**config.mk**
```make
export PLATFORM = sky130hd
export DESIGN_NAME = apb_regbank_slave
export DESIGN_NICKNAME = d
export VERILOG_FILES = /design/src/rtl/apb_regbank_slave.sv
export SDC_FILE = /design/constraint.sdc
export NUM_CORES = 2
export LEC_CHECK = 0
export ABC_AREA = 1
export CORE_ASPECT_RATIO = 1.1
export CORE_UTILIZATION = 30
export CTS_CLUSTER_DIAMETER = 40
export DETAILED_ROUTE_END_ITERATION = 6
export HOLD_SLACK_MARGIN = 0.02
export PLACE_DENSITY = 0.47
export SYNTH_ARGS = -nofsm -noshare
export SYNTH_HDL_FRONTEND = slang
export SYNTH_SLANG_ARGS = --single-unit
```
**constraint.sdc**
```tcl
create_clock -name clk -period 4.1 [get_ports clk]
set_input_delay 0.615 -clock clk [delete_from_list [all_inputs] [get_ports clk]]
set_output_delay 0.615 -clock clk [all_outputs]
set_load 0.02 [all_outputs]
```
**src/rtl/apb_regbank_slave.sv**
```systemverilog
// rtl/apb_regbank_slave.sv - APB4 slave with a DEPTH-word register bank and fixed wait-state insertion
module apb_regbank_slave #(
  parameter int DATA_WIDTH     = 32,
  parameter int ADDR_WIDTH     = 10,
  parameter int SLV_ADDR_WIDTH = 8,
  parameter int DEPTH          = 48,
  parameter int WAIT_CYCLES    = 2
) (
  input  logic                    clk,
  input  logic                    reset,
  input  logic                    PSEL,
  input  logic                    PENABLE,
  input  logic                    PWRITE,
  input  logic [ADDR_WIDTH-1:0]   PADDR,
  input  logic [DATA_WIDTH-1:0]   PWDATA,
  input  logic [DATA_WIDTH/8-1:0] PSTRB,
  output logic                    PREADY,
  output logic [DATA_WIDTH-1:0]   PRDATA,
  output logic                    PSLVERROR
);

  localparam int NBYTES = DATA_WIDTH / 8;
  localparam int IDX_W  = (DEPTH > 1) ? $clog2(DEPTH) : 1;

  typedef enum logic [1:0] {IDLE, WAIT, DONE} state_t;

  state_t                    state, state_next;
  logic [3:0]                cnt, cnt_next;
  logic [SLV_ADDR_WIDTH-1:0] addr_q;
  logic                      write_q;
  logic [DATA_WIDTH-1:0]     wdata_q;
  logic [NBYTES-1:0]         strb_q;
  logic [DATA_WIDTH-1:0]     regs [0:DEPTH-1];

  logic                      access;
  logic                      latch_en;
  logic                      commit;
  logic                      resp_en;
  logic [SLV_ADDR_WIDTH-1:0] dec_addr;
  logic                      dec_write;
  logic [31:0]               idx32;
  logic [IDX_W-1:0]          widx;
  logic                      dec_err;
  logic                      pready_next;
  logic                      pslverror_next;
  logic [DATA_WIDTH-1:0]     prdata_next;
  logic                      unused_paddr_hi;

  assign access          = PSEL && PENABLE;
  assign unused_paddr_hi = ^PADDR[ADDR_WIDTH-1:SLV_ADDR_WIDTH];

  // With zero wait states the response is built in the setup cycle, before the latch holds the address.
  assign dec_addr  = (state == IDLE) ? PADDR[SLV_ADDR_WIDTH-1:0] : addr_q;
  assign dec_write = (state == IDLE) ? PWRITE : write_q;
  assign idx32     = 32'(dec_addr[SLV_ADDR_WIDTH-1:2]);
  assign widx      = idx32[IDX_W-1:0];
  assign dec_err   = (dec_addr[1:0] != 2'b00) || (idx32 >= 32'(DEPTH));

  always_comb begin
    state_next = state;
    cnt_next   = cnt;
    latch_en   = 1'b0;
    commit     = 1'b0;
    resp_en    = 1'b0;
    case (state)
      IDLE: begin
        if (PSEL && !PENABLE) begin
          latch_en = 1'b1;
          cnt_next = 4'(WAIT_CYCLES);
          if (WAIT_CYCLES == 0) begin
            state_next = DONE;
            resp_en    = 1'b1;
          end else begin
            state_next = WAIT;
          end
        end
      end
      WAIT: begin
        if (!access) begin
          state_next = IDLE;
          cnt_next   = 4'd0;
        end else if (cnt <= 4'd1) begin
          state_next = DONE;
          cnt_next   = 4'd0;
          resp_en    = 1'b1;
        end else begin
          cnt_next = cnt - 4'd1;
        end
      end
      DONE: begin
        state_next = IDLE;
        commit     = access && write_q && !dec_err;
      end
      default: state_next = IDLE;
    endcase
  end

  always_comb begin
    pready_next    = 1'b0;
    pslverror_next = 1'b0;
    prdata_next    = '0;
    if (resp_en) begin
      pready_next    = 1'b1;
      pslverror_next = dec_err;
      if (!dec_err && !dec_write) prdata_next = regs[widx];
    end
  end

  always_ff @(posedge clk) begin
    if (reset) begin
      state     <= IDLE;
      cnt       <= 4'd0;
      addr_q    <= '0;
      write_q   <= 1'b0;
      wdata_q   <= '0;
      strb_q    <= '0;
      PREADY    <= 1'b0;
      PSLVERROR <= 1'b0;
      PRDATA    <= '0;
      for (int i = 0; i < DEPTH; i++) regs[i] <= '0;
    end else begin
      state     <= state_next;
      cnt       <= cnt_next;
      PREADY    <= pready_next;
      PSLVERROR <= pslverror_next;
      PRDATA    <= prdata_next;
      if (latch_en) begin
        addr_q  <= PADDR[SLV_ADDR_WIDTH-1:0];
        write_q <= PWRITE;
        wdata_q <= PWDATA;
        strb_q  <= PSTRB;
      end
      if (commit) begin
        for (int b = 0; b < NBYTES; b++)
          if (strb_q[b]) regs[widx][8*b +: 8] <= wdata_q[8*b +: 8];
      end
    end
  end

endmodule

```
==> impl_table.tex <==
\begin{tabular}{lr}
\hline
Metric & Value \\
\hline
\multicolumn{2}{l}{\textbf{Critical path}} \\
Startpoint of the worst setup timing path & state[1] \\
Worst path most repeated cell & nand2\_1 \\
Worst endpoint required time & 4.58 ns \\
Critical path endpoint category & flop \\
Startpoint type of the worst setup path & flop \\
FF-to-FF path depth & 9 \\
Reg-to-Reg End & regs[44][29] \\
Slowest cell on the critical path & nor2\_2 \\
Biggest cell delay along the critical path & roughly 0.51 ns \\
Source of the worst register-to-register timing path & state[1] \\
Data arrival at the endpoint of the critical path & approximately 4.4 ns \\
Largest driver fanout on the critical path & 21 \\
Setup crit end & regs[44][29] \\
Worst R2R Setup Slack & 0.17 ns \\
Worst-path cell chain & nor2\_2, buf\_4, nand2\_4, nand2\_4, nand2\_1, nor2\_1, buf\_4, nand2\_1, nand2\_1 \\
Setup Crit Path Kind & flop to flop \\
\multicolumn{2}{l}{\textbf{Pwr}} \\
Peak VDD IR & 0.000302 V \\
Static Leakage & between 50 and 60 nW \\
Areal power density over the cells & 496 nW/µm² \\
Overall Power & 58.2 mW \\
\multicolumn{2}{l}{\textbf{Cells and area}} \\
Fraction of layout instances using a drive strength above 1 & 8.84\% \\
Final Core Density & about 36\% \\
\# nets final & 11500 \\
Final standard cell area without fillers & 117000 µm² \\
Final std cells w/o fill & 16000 \\
Area growth from synthesis to layout & 20.3\% \\
\multicolumn{2}{l}{\textbf{CTS}} \\
Total CTS buffers & 323 \\
Level count of the clock H-tree & 5 \\
Clock root buffer & clkbuf\_16 \\
Maximum count of clock buffers along a single path & 4 \\
Clock sink total & 2133 \\
Insertion delay of the later-clocked pin in the worst-skew pair & approximately 0.87 ns \\
Clock slew at the register clock pins of the worst setup and hold paths & roughly 0.060 ns \\
CTS tree & built \\
\multicolumn{2}{l}{\textbf{Synth}} \\
Primary flip-flop cell chosen by synthesis mapping & edfxtp\_1 \\
Number of storage elements in the synthesis netlist & 2133 \\
Portion of synthesized cell area occupied by the leading cell type & 63.0\% \\
Sequential-to-total area share from yosys stat & 64.8\% \\
Area of the mapped netlist & 97600 µm² \\
Yosys cell types & 30 \\
Gate Count Post-Synth & $\sim$11000 \\
Largest cells by area after synthesis & edfxtp\_1, nand2\_1, nor2\_1 \\
Cell with the most instances after synthesis & nand2\_1 \\
Post-synth top area cell & edfxtp\_1 \\
Async S/R FF share, synth & 0\% \\
Number of enable flip-flop cells after synthesis & 2048 \\
Top cell types by occurrence after synthesis & nand2\_1, edfxtp\_1, nor2\_1 \\
Count of yosys warnings during synthesis & 0 \\
Average footprint of a synthesized cell & $\sim$8.9 µm² \\
\multicolumn{2}{l}{\textbf{Timing}} \\
Fmax & 255 MHz \\
Setup Skew & 0.0506 ns \\
Fin Hold WS & between 0.3 and 0.4 ns \\
Setup Viol. Count Final & 0 \\
Minimum clock period after layout & 3.93 ns \\
Pins Over Slew Limit & 0 \\
Least-Margin Pin Slew & 1.13 ns \\
Hold Fails Final Rpt & 0 \\
RSZ-0062 raised after global routing & no \\
Max transition margin & 24.9\% \\
Period utilisation layout & 95.7\% \\
\multicolumn{2}{l}{\textbf{Placement}} \\
Number of I/O port buffers & between 80 and 90 \\
Detailed Place HPWL & 197000 µm \\
Number of cells after detailed placement & 15500 \\
Cell area after placement & 106000 µm² \\
Last weighted congestion value of the routability-driven placer & 0.846 \\
\multicolumn{2}{l}{\textbf{Detailed routing}} \\
Vias per cell & 4.65 \\
Total DRC errors in the routed layout & 14 \\
Number of iterations in the first detailed-routing pass & 7 \\
Final wirelength & 315000 µm \\
Wirelength per Cell & 19.6 µm \\
Vias after detailed routing & 74500 \\
Starting DRC count in detailed routing & 5932 \\
Antenna-violating nets left & 0 \\
\multicolumn{2}{l}{\textbf{Die}} \\
Floorplan die area & around 330000 µm² \\
I/O Pins & 85 \\
Core Box Area & 324000 µm² \\
Number of standard-cell rows in the floorplan & 219 \\
Die Y & between 600 and 700 µm \\
Initial Utilization & 30.1\% \\
Die extent in x & approximately 550 µm \\
\multicolumn{2}{l}{\textbf{Global route}} \\
Met2 usage in global routing & 32.3\% \\
Number of antenna violations at the first check in global routing & 3 \\
Number of global-route vias before repair & 73400 \\
All-Layer GR Usage & 18.9\% \\
Pin count of the biggest net entering global routing & 143 \\
GRT Max-Usage Layer & met2 \\
Met1 usage & 24.5\% \\
Gr ovfl total & 0 \\
Global-route wire length before repair & 467000 µm \\
Met3 global-route usage & under 10\% \\
\multicolumn{2}{l}{\textbf{Status}} \\
Run status & complete, but fails checks \\
Violations in the final reports & design-rule violations \\
\multicolumn{2}{l}{\textbf{Hold path}} \\
Type of the tightest min-delay check & primary input to flop \\
Start point of the worst hold path & PWDATA[22] \\
\multicolumn{2}{l}{\textbf{Run}} \\
MaxCap Viol Count & 0 \\
\hline
\end{tabular}
[flip-flops by register name, indices dropped and copies added (netlist names)]
name	count
addr_q	8
wdata_q	32
strb_q	4
cnt	4
PSLVERROR	1
write_q	1
PREADY	1
state	2
regs	2048
PRDATA	32
[worst max-delay path, delay by kind of cell, from the launching register on]
| family | cells | cell delay, ns |
|---|---|---|
| flops | 1 | 0.33 |
| simple gates | 7 | 2.57 |
| buf+inv | 2 | 0.58 |
[metrics by stage]
stage	setup WS (ns)	setup TNS, ns
after floorplan	1.62	0
after global placement	-0.123	-1.22
after detailed placement	-0.236	-4.32
after CTS	0.0335	0
after global routing	0.0799	0
final	0.175	0
[how the worst min path moves through the flow]
stage | end | slack, ns | cells after the start
detailed placement | addr_q[4] | 0.47 | 2
global route | strb_q[0] | 0.37 | 3
CTS | wdata_q[22] | 0.33 | 3
floorplan | addr_q[2] | 0.44 | 2
global placement | addr_q[4] | 0.46 | 2
finish | wdata_q[22] | 0.39 | 3
[metal layers]
layer / up-vias / share of wire [%]
met3: 521 / 5.5
met4: 0 / 3.3
met5: - / 0
met2: 2011 / 48
met1: 36200 / 43
li1: 35800 / -
[area by class of cell]
cell class / count / area [µm²]
multi-input cells: 8495 / 33200
flip-flops and latches: 2133 / 63200
clock buffers: 359 / 8310
inverters: 88 / 365
well taps: 4309 / 5390
clock inverters: 223 / 2550
fillers: 33000 / 206000
diodes: 2 / 5.00
repair buffers: 431 / 4290
[repair_timing]
| item | in CTS | in global routing |
|---|---|---|
| endpoints found under the setup margin | 8 | 16 |
| gates resized for setup | 1 | 1 |
| setup buffers | 0 | 0 |
| hold buffers | 0 | 0 |
[power breakdown]
part           switching [mW]  internal, mW
sequential              0.331          24.8
combinational            3.90          1.22
clock                    10.6          17.3
total                    14.9          43.3
[placed cells by master (no fill, tap or decap), types with 69 or more instances in the layout]
cell | netlist | routed
nand2_1 | 5531 | 5522
edfxtp_1 | 2048 | 2048
nor2_1 | 1665 | 1658
nand3_1 | 552 | 552
conb_1 | 1 | 512
clkbuf_16 | 0 | 325
buf_4 | 13 | 281
dfxtp_1 | 85 | 85
clkdlybuf4s50_1 | 0 | 82
a21oi_1 | 71 | 71
nand2_2 | 69 | 69
[logic make-up after synthesis]
| logic type | Yosys count | share of synthesized area, % |
|---|---|---|
| simple gates | 7854 | 31.2 |
| flops | 2133 | 64.8 |
| buf+inv | 786 | 3.28 |
| compound gates | 126 | 0.684 |
| fa+ha+maj | 2 | 0.0256 |
| xor+xnor | 1 | 0.00898 |
| other cells | 1 | 0.00384 |
(Power assumes the default switching activity.)
